===== src/rtl/mux6_1_reg.sv =====
// rtl/mux6_1_reg.sv - registered 6-to-1 ALU result multiplexer with error flag and index
module mux6_1_reg #(
  parameter int LARGURA = 1
) (
  input  logic               clock,
  input  logic               reset,
  input  logic [LARGURA-1:0] entrada0,
  input  logic [LARGURA-1:0] entrada1,
  input  logic [LARGURA-1:0] entrada2,
  input  logic [LARGURA-1:0] entrada3,
  input  logic [LARGURA-1:0] entrada4,
  input  logic [LARGURA-1:0] entrada5,
  input  logic [0:3]         seletor,
  input  logic               habilita,
  output logic [LARGURA-1:0] saida,
  output logic               erro,
  output logic [2:0]         indice
);

  logic [LARGURA-1:0] w_dado;
  logic [2:0]         w_indice;
  logic               w_erro;

  logic [LARGURA-1:0] r_saida;
  logic [2:0]         r_indice;
  logic               r_erro;

  // seletor[0] is the MSB, so the literals below read in the usual MSB-first order.
  // Plain case compares all four states: any X/Z bit falls through to the error arm.
  always_comb begin
    w_dado   = '0;
    w_indice = 3'd7;
    w_erro   = 1'b1;
    case (seletor)
      4'b0000: begin w_dado = entrada0; w_indice = 3'd0; w_erro = 1'b0; end
      4'b0001: begin w_dado = entrada1; w_indice = 3'd1; w_erro = 1'b0; end
      4'b0010: begin w_dado = entrada2; w_indice = 3'd2; w_erro = 1'b0; end
      4'b0110: begin w_dado = entrada3; w_indice = 3'd3; w_erro = 1'b0; end
      4'b0111: begin w_dado = entrada4; w_indice = 3'd4; w_erro = 1'b0; end
      4'b1100: begin w_dado = entrada5; w_indice = 3'd5; w_erro = 1'b0; end
      default: begin
        w_dado   = '0;
        w_indice = 3'd7;
        w_erro   = 1'b1;
      end
    endcase
  end

  always_ff @(posedge clock) begin
    if (reset) begin
      r_saida  <= '0;
      r_erro   <= 1'b0;
      r_indice <= 3'd0;
    end else if (habilita) begin
      r_saida  <= w_dado;
      r_erro   <= w_erro;
      r_indice <= w_indice;
    end
  end

  assign saida  = r_saida;
  assign erro   = r_erro;
  assign indice = r_indice;

endmodule


===== config.mk =====
export PLATFORM = sky130hd
export DESIGN_NAME = mux6_1_reg
export DESIGN_NICKNAME = d
export VERILOG_FILES = /design/src/rtl/mux6_1_reg.sv
export SDC_FILE = /design/constraint.sdc
export NUM_CORES = 1
export LEC_CHECK = 0
export BUFFER_PORTS_ARGS = -buffer_cell sky130_fd_sc_hd__buf_2
export CELL_PAD_IN_SITES_DETAIL_PLACEMENT = 0
export CELL_PAD_IN_SITES_GLOBAL_PLACEMENT = 1
export CORE_AREA = 5 5 42 44
export DETAILED_ROUTE_END_ITERATION = 10
export DIE_AREA = 0 0 47 49
export PLACE_DENSITY = 0.67
export SLEW_MARGIN = 20
export SYNTH_ARGS = -nofsm -noshare
export SYNTH_HDL_FRONTEND = slang
export SYNTH_SLANG_ARGS = --single-unit
export TNS_END_PERCENT = 10

===== constraint.sdc =====
create_clock -name clock -period 1.3 [get_ports clock]
set_input_delay 0.065 -clock clock [delete_from_list [all_inputs] [get_ports clock]]
set_output_delay 0.065 -clock clock [all_outputs]
set_load 0.03 [all_outputs]

==> Yosys cells after proc, flatten, opt, wreduce, memory -nomap -nowiden <==
Cells that the tools add are included.
{ "totals": {"reg_bits": 5, "word_cells": 13} }
{ "op_classes": {"n_eq_ne": 5, "muxes": 3, "reduce_logical": 2} }
{ "ops": {"columns": ["operator", "count"], "rows": [
  ["$pmux W3 S6", 1],
  ["$eq A4 B3 Y1 const B", 2],
  ["$pmux W1 S6", 1],
  ["$reduce_or A6 Y1", 1],
  ["$eq A4 B1 Y1 const B", 1],
  ["$eq A4 B2 Y1 const B", 1],
  ["$eq A4 B4 Y1 const B", 1],
  ["$logic_not A4 Y1", 1],
  ["$mux W1", 1]
]} }

==> Logic depth before layout (Yosys ltp) <==
Gate-level depths: netlist (run 1).
{ "depth": {"word_depth": 3, "mapped_depth": 5, "ltp_nobuf": 4} }

==> Worst setup path before layout (run 1) <==
Ideal clock, no wire load.
{ "synth_timing": {"kind": "input -> register", "start": "input seletor[2] in the netlist's numbering", "end": "register r_saida, in the netlist saida", "setup_time_ns": 0.079, "t_arrival_ns": 0.845, "required_time_ns": 1.221, "slack_ns": 0.376, "cell_stages": 5, "n_path_buf": 1, "cell_sequence": "buf_6 > and3b_1 > a21oi_1 > o311a_1 > a211oi_2"} }
{ "synth_via": {"elab_chain_len": 2, "elab_cells_between_ends": 7, "classes_between": "5 x eq/ne; 1 x mux; 1 x reduce/logical"} }
{ "synth_lines": {"columns": ["element", "line", "source"], "rows": [
  ["from (decl)", "13", "input logic [0:3] seletor,"],
  ["$eq A4 B4 Y1, or another cell as far along", "34", "case (seletor)"],
  ["$pmux W1 S6 *", "34", null],
  ["to (signal assigned)", "55", "r_saida <= w_dado;"],
  ["to (decl)", "24", "logic [LARGURA-1:0] r_saida;"]
]} }
Every way passes the cells marked *; elsewhere a longest branch is shown, timed or not.
A chain may end at the register's enable or synchronous reset.

==> Worst setup path in the final report (run 1) <==
{ "layout_timing": {"start": "register r_indice[0], in the netlist indice[0]", "end": "output indice[0]"} }
{ "layout_rtl": {"columns": ["element", "line", "source"], "rows": [
  ["from (decl)", "25", "logic [2:0] r_indice;"],
  ["from (signal assigned)", "57", "r_indice <= w_indice;"],
  ["to (decl)", "17", "output logic [2:0] indice"]
]} }
No word-level cell between the ends.

==> flow_metrics.tcl, run 1 <==
set metrics [dict create \
    status "finished clean" \
    clkPwrFrac_pct 37.7 \
    wl_met1_um 376 \
    first_pass_iters 3 \
    period_share_pct 62.37 \
    finalHoldWorstSlack_ns 0.06946 \
    intPower_uw 324.7 \
    synth_area_leaders "dfxtp_1 31%, o21ai_0 6.1%, and3b_1 5.4%" \
    chipWidth_um 47 \
    synthTopCellsByCount "5 x dfxtp_1, 4 x o21ai_0, 3 x a21oi_1, 3 x nand2_1, 3 x nor2_1" \
    synth_top_cell_by_area "dfxtp_1" \
    rsz0062_at_grt "no" \
    cts_buffers 3 \
    cts_tree "built" \
    clk_pin_slew_ns 0.04 \
    vias 350 \
    yosysWarnings 0 \
    cp-start-kind "flip-flop" \
    crit_buf_inv 1 \
    drc 0 \
    cts.htree.levels 1 \
    leakagePower_uw 0.0002065 \
    async_flop_share_pct 0 \
    fin_nets 73 \
    yosys.area.top_type_share_pct 30.65 \
    avgViaCountPerCell 4.667 \
    grt_pass1_vias 333 \
    cp.required_ns 1.24 \
    dpl.cell_count 71 \
    drive_gt1_share_pct 37.29 \
    wl_met2_um 311 \
    pwr-share-seq_pct 37.9 \
    pwr-share-comb_pct 24.3 \
    fillers 168 \
    gp_congestion 0.8121 \
    grt_max_degree 11 \
    cts_resized 0 \
    maxSlewHeadroom_pct 75.41 \
    grt_pass1_wl_um 1359 \
    synth.distinct_cells 24 \
    highest_layer "met3" \
    rows 14 \
    place_ws_ns 0.2687 \
    drtIter0Drc 5 \
    p_total_uw 449.3 \
    dp_hpwl_um 635.6 \
    ctsLongestPathBuffers 2 \
    ant_nets 0 \
    routedWlPerCell_um 10.20 \
    ys.flop_type "dfxtp_1" \
    setup_viol 0 \
    synth_area_um2 326.6 \
    area_growth_syn_to_layout_pct 34.10 \
    synth_edf_count 0 \
    core_mm2 0.001401 \
    syn-instance-count 41 \
    root_buffer "clkbuf_4" \
    crit_fanout 2 \
    yosysSeqAreaShare_pct 30.65 \
    cpLargestDelayFamily "flip-flops" \
    period_minus_slack_ns 0.8108 \
    holdCritPathClass "in -> reg" \
    worst_pin_slew_ns 0.3642 \
    finalHoldViolCount 0 \
    fmax_mhz 1233 \
    end_kind "primary output" \
    syn_area_per_cell_um2 7.965 \
    port_buffers 17 \
    switching_power_uw 124.5 \
    initial_core_util_pct 23.30 \
    grt.overflow.total 0 \
    postCtsSetupBuffers 0 \
    synth_seq_cells 5 \
    skew_ns 0 \
    hold_depth 2 \
    path_depth 1 \
    rr_worst_depth 2 \
    worst_ir_drop_vdd_mv 0.2287 \
    slew_viol_final 0 \
    arrival_ns 0.75 \
    instances_no_fill 75 \
    crit_path_cell_trace "buf_2" \
    clock_sinks 5 \
    powerDensity_mw_per_mm2 1026 \
    die_area_mm2 0.002303 \
    syn-num-nets 54 \
    wl_met3_um 77 \
    worst_slack_ns 0.4892 \
    synth.most_common_cell "dfxtp_1" \
    swShare_pct 27.72 \
    ioPinCount 18 \
    routed_wl_um 765 \
    die_y_um 49 \
    gr-usage-all-layers_pct 7.741 \
    cts_hold_buffers 0 \
    clk_latency_ns 0.23 \
    antenna_found_initial 0 \
    cp_slowest_stage_delay_ns 0.32 \
    timing.setup.tns_ns 0 \
    diodes 0 \
    cap_violations 0 \
    worstSetupPathType "reg -> out" \
    slowest_stage "dfxtp_1" \
]
[cells in the final DEF, fill, tap and decap left out, types with 2 or more instances in the layout]
cell type	count
nand2b_1	2
nor2_1	3
buf_2	17
dfxtp_1	5
clkbuf_4	3
a21oi_1	3
and3b_1	2
nand2_1	3
nand3_1	2
o21ai_0	4
inv_1	2
[flip-flops by register name, summed over array words and instances, names as in the netlist]
| register | cells |
|---|---|
| saida | 1 |
| indice | 3 |
| erro | 1 |
[cells by family (layout without fill, tap and decap cells)]
| group | Yosys count | in the layout | synth area share [%] |
|---|---|---|---|
| buf+inv | 5 | 23 | 8.427 |
| mux | 1 | 1 | 3.065 |
| flops | 5 | 5 | 30.65 |
| compound gates | 14 | 14 | 29.50 |
| simple gates | 16 | 16 | 28.36 |
[per-stage QoR]
stage               instance area, µm²  util (%)
detailed placement               411.6     29.38
CTS                              437.9     31.25
floorplan                        326.6         -
global placement                 411.6     29.38
finish                           437.9     31.25
global route                     437.9     31.25
[metal layers]
layer / GRT usage (%) / vias to the layer above
met3: 1.476 / 0
met5: 0 / -
met1: 12.06 / 148
li1: - / 188
met2: 9.502 / 14
met4: 4.147 / 0
[power groups by stage]
| stage | Clock [µW] | Sequential [µW] | Combinational [µW] |
|---|---|---|---|
| floorplan | 0 | 196 | 49.6 |
| global placement | 0 | 173 | 110 |
| detailed placement | 0 | 174 | 110 |
| CTS | 177 | 171 | 110 |
| global route | 196 | 172 | 121 |
| finish | 169 | 170 | 109 |
[worst paths after layout]
| path | startpoint | endpoint | slack (ns) |
|---|---|---|---|
| worst max-delay path | indice[0]$_SDFFE_PP0P_ | indice[0] | 0.49 |
| worst min-delay path | reset | saida$_SDFFE_PP0P_ | 0.07 |
| worst max register to register | indice[0]$_SDFFE_PP0P_ | indice[0]$_SDFFE_PP0P_ | 0.63 |
| worst min register to register | indice[1]$_SDFFE_PP0P_ | indice[1]$_SDFFE_PP0P_ | 0.47 |
[cell type report]
cell class	instances	area (µm²)	area share [%]
timing repair buffer	17	85.08	19.43
inverter	2	7.507	1.714
multi-input combinational	31	198.9	45.43
tap	16	20.02	4.571
clock buffer	4	26.28	6.000
sequential	5	100.1	22.86
No activity file was read; power rests on OpenSTA's default activity.
==> run 2: changes to the inputs <==
clock period = 0.8 ns   (was 1.3 ns; I/O delays follow)
==> flow_metrics.tcl, run 2 (synthesis results as in run 1) <==
set metrics [dict create \
    rr_worst_depth 2 \
    largest_reg_flops 3 \
    cap_violations 0 \
    cp.required_ns 0.76 \
    clock_sinks 5 \
    r2r_end "indice[0]$_SDFFE_PP0P_" \
    wl_met3_um 86 \
    cpLargestDelayFamily "flip-flops" \
    swShare_pct 28.04 \
    grt_pass1_vias 369 \
    cts_hold_buffers 0 \
    worst_pin_slew_ns 0.3758 \
    first_pass_iters 4 \
    clk_pin_slew_ns 0.04 \
    place_ws_ns -0.1942 \
    leakagePower_uw 0.0002476 \
    hold_depth 2 \
    switching_power_uw 220.2 \
    postLayoutCellArea_um2 514.2 \
    drc 0 \
    holdCritPathClass "in -> reg" \
    crit_buf_inv 1 \
    cp-endpoint "saida" \
    cts_buffers 3 \
    arrival_ns 0.72 \
    die_area_mm2 0.002303 \
    core_mm2 0.001401 \
    cts_tree "built" \
    grt.overflow.total 0 \
    diodes 0 \
    dp_hpwl_um 705.9 \
    pwr-share-seq_pct 35.5 \
    mostFrequentLayoutCells "12 x buf_2, 12 x buf_4, 5 x dfxtp_1" \
    intPower_uw 565.0 \
    die_y_um 49 \
    status "finished clean" \
    port_buffers 17 \
    clk_latency_ns 0.24 \
    pwr-share-comb_pct 27.9 \
    powerDensity_mw_per_mm2 1527 \
    period_minus_slack_ns 0.7642 \
    drive_gt1_share_pct 44.78 \
    slew_viol_final 0 \
    avgViaCountPerCell 4.639 \
    crit_fanout 2 \
    wl_met2_um 370 \
    fmax_mhz 1309 \
    timing.setup.tns_ns 0 \
    worst_slack_ns 0.03580 \
    cp-startpoint "saida$_SDFFE_PP0P_" \
    period_share_pct 95.52 \
    crit_path_cell_trace "buf_4" \
    cp-start-kind "flip-flop" \
    slowest_stage "dfxtp_1" \
    drtIter0Drc 6 \
    rrSetupSlack_ns 0.11 \
    worstSetupPathType "reg -> out" \
    antenna_found_initial 0 \
    grt_max_degree 11 \
    r2r_start "indice[0]$_SDFFE_PP0P_" \
    vias 385 \
    chipWidth_um 47 \
    maxSlewHeadroom_pct 74.63 \
    setup_viol 0 \
    grt_pass1_wl_um 1442 \
    finalHoldViolCount 0 \
    routed_wl_um 860 \
    placed_cell_area_um2 471.7 \
    gr-usage-all-layers_pct 8.809 \
    area_growth_syn_to_layout_pct 57.47 \
    highest_layer "met4" \
    skew_ns 0 \
    ctsLongestPathBuffers 2 \
    initial_core_util_pct 23.30 \
    wl_met1_um 380 \
    final_util_pct 36.70 \
    clkPwrFrac_pct 36.6 \
    gp_congestion 0.7538 \
    rows 14 \
    ioPinCount 18 \
    fin_nets 81 \
    end_kind "primary output" \
    path_depth 1 \
    root_buffer "clkbuf_4" \
    rsz0062_at_grt "no" \
    ant_nets 0 \
    cts.htree.levels 1 \
    routedWlPerCell_um 10.36 \
    worst_ir_drop_vdd_mv 0.4396 \
    cp_slowest_stage_delay_ns 0.33 \
]
run 2: per-layer routing:
metal | up-vias | track usage [%]
met4 | 0 | 8.295
li1 | 201 | -
met5 | - | 0
met1 | 164 | 11.01
met2 | 18 | 11.31
met3 | 2 | 2.583
run 2: what timing repair did:
action                     CTS  global route
resized for setup            5             1
setup buffers                0             0
setup endpoints to repair    5             1
run 2: through the flow:
step                      hold WS [ns]  std cells  total power (µW)
after global routing           0.02665         83             836.5
after floorplan                 0.1046         41             399.9
after global placement          0.2799         79             488.1
final                          0.03425         83             785.2
after detailed placement        0.2795         79             490.1
after CTS                      0.02657         83             801.3
run 2: how the worst min path moves through the flow:
stage | start | to | slack (ns)
floorplan | reset | saida$_SDFFE_PP0P_ | 0.10
global placement | reset | saida$_SDFFE_PP0P_ | 0.28
detailed placement | reset | saida$_SDFFE_PP0P_ | 0.28
CTS | reset | saida$_SDFFE_PP0P_ | 0.03
global route | reset | saida$_SDFFE_PP0P_ | 0.03
finish | reset | saida$_SDFFE_PP0P_ | 0.03
run 2: layout make-up:
class / instances / area [µm²]
inverter: 2 / 7.507
multi-input combinational: 31 / 198.9
tap: 16 / 20.02
timing repair buffer: 25 / 161.4
fill: 167 / 887.1
sequential: 5 / 100.1
clock buffer: 4 / 26.28
run 2: power groups by stage:
stage | logic [µW] | clock network (µW) | registers, µW
4_1_cts | 220 | 303 | 278
2_1_floorplan | 80.6 | 0 | 319
6_report | 219 | 287 | 279
5_1_grt | 239 | 317 | 280
3_3_place_gp | 207 | 0 | 281
3_5_place_dp | 208 | 0 | 282
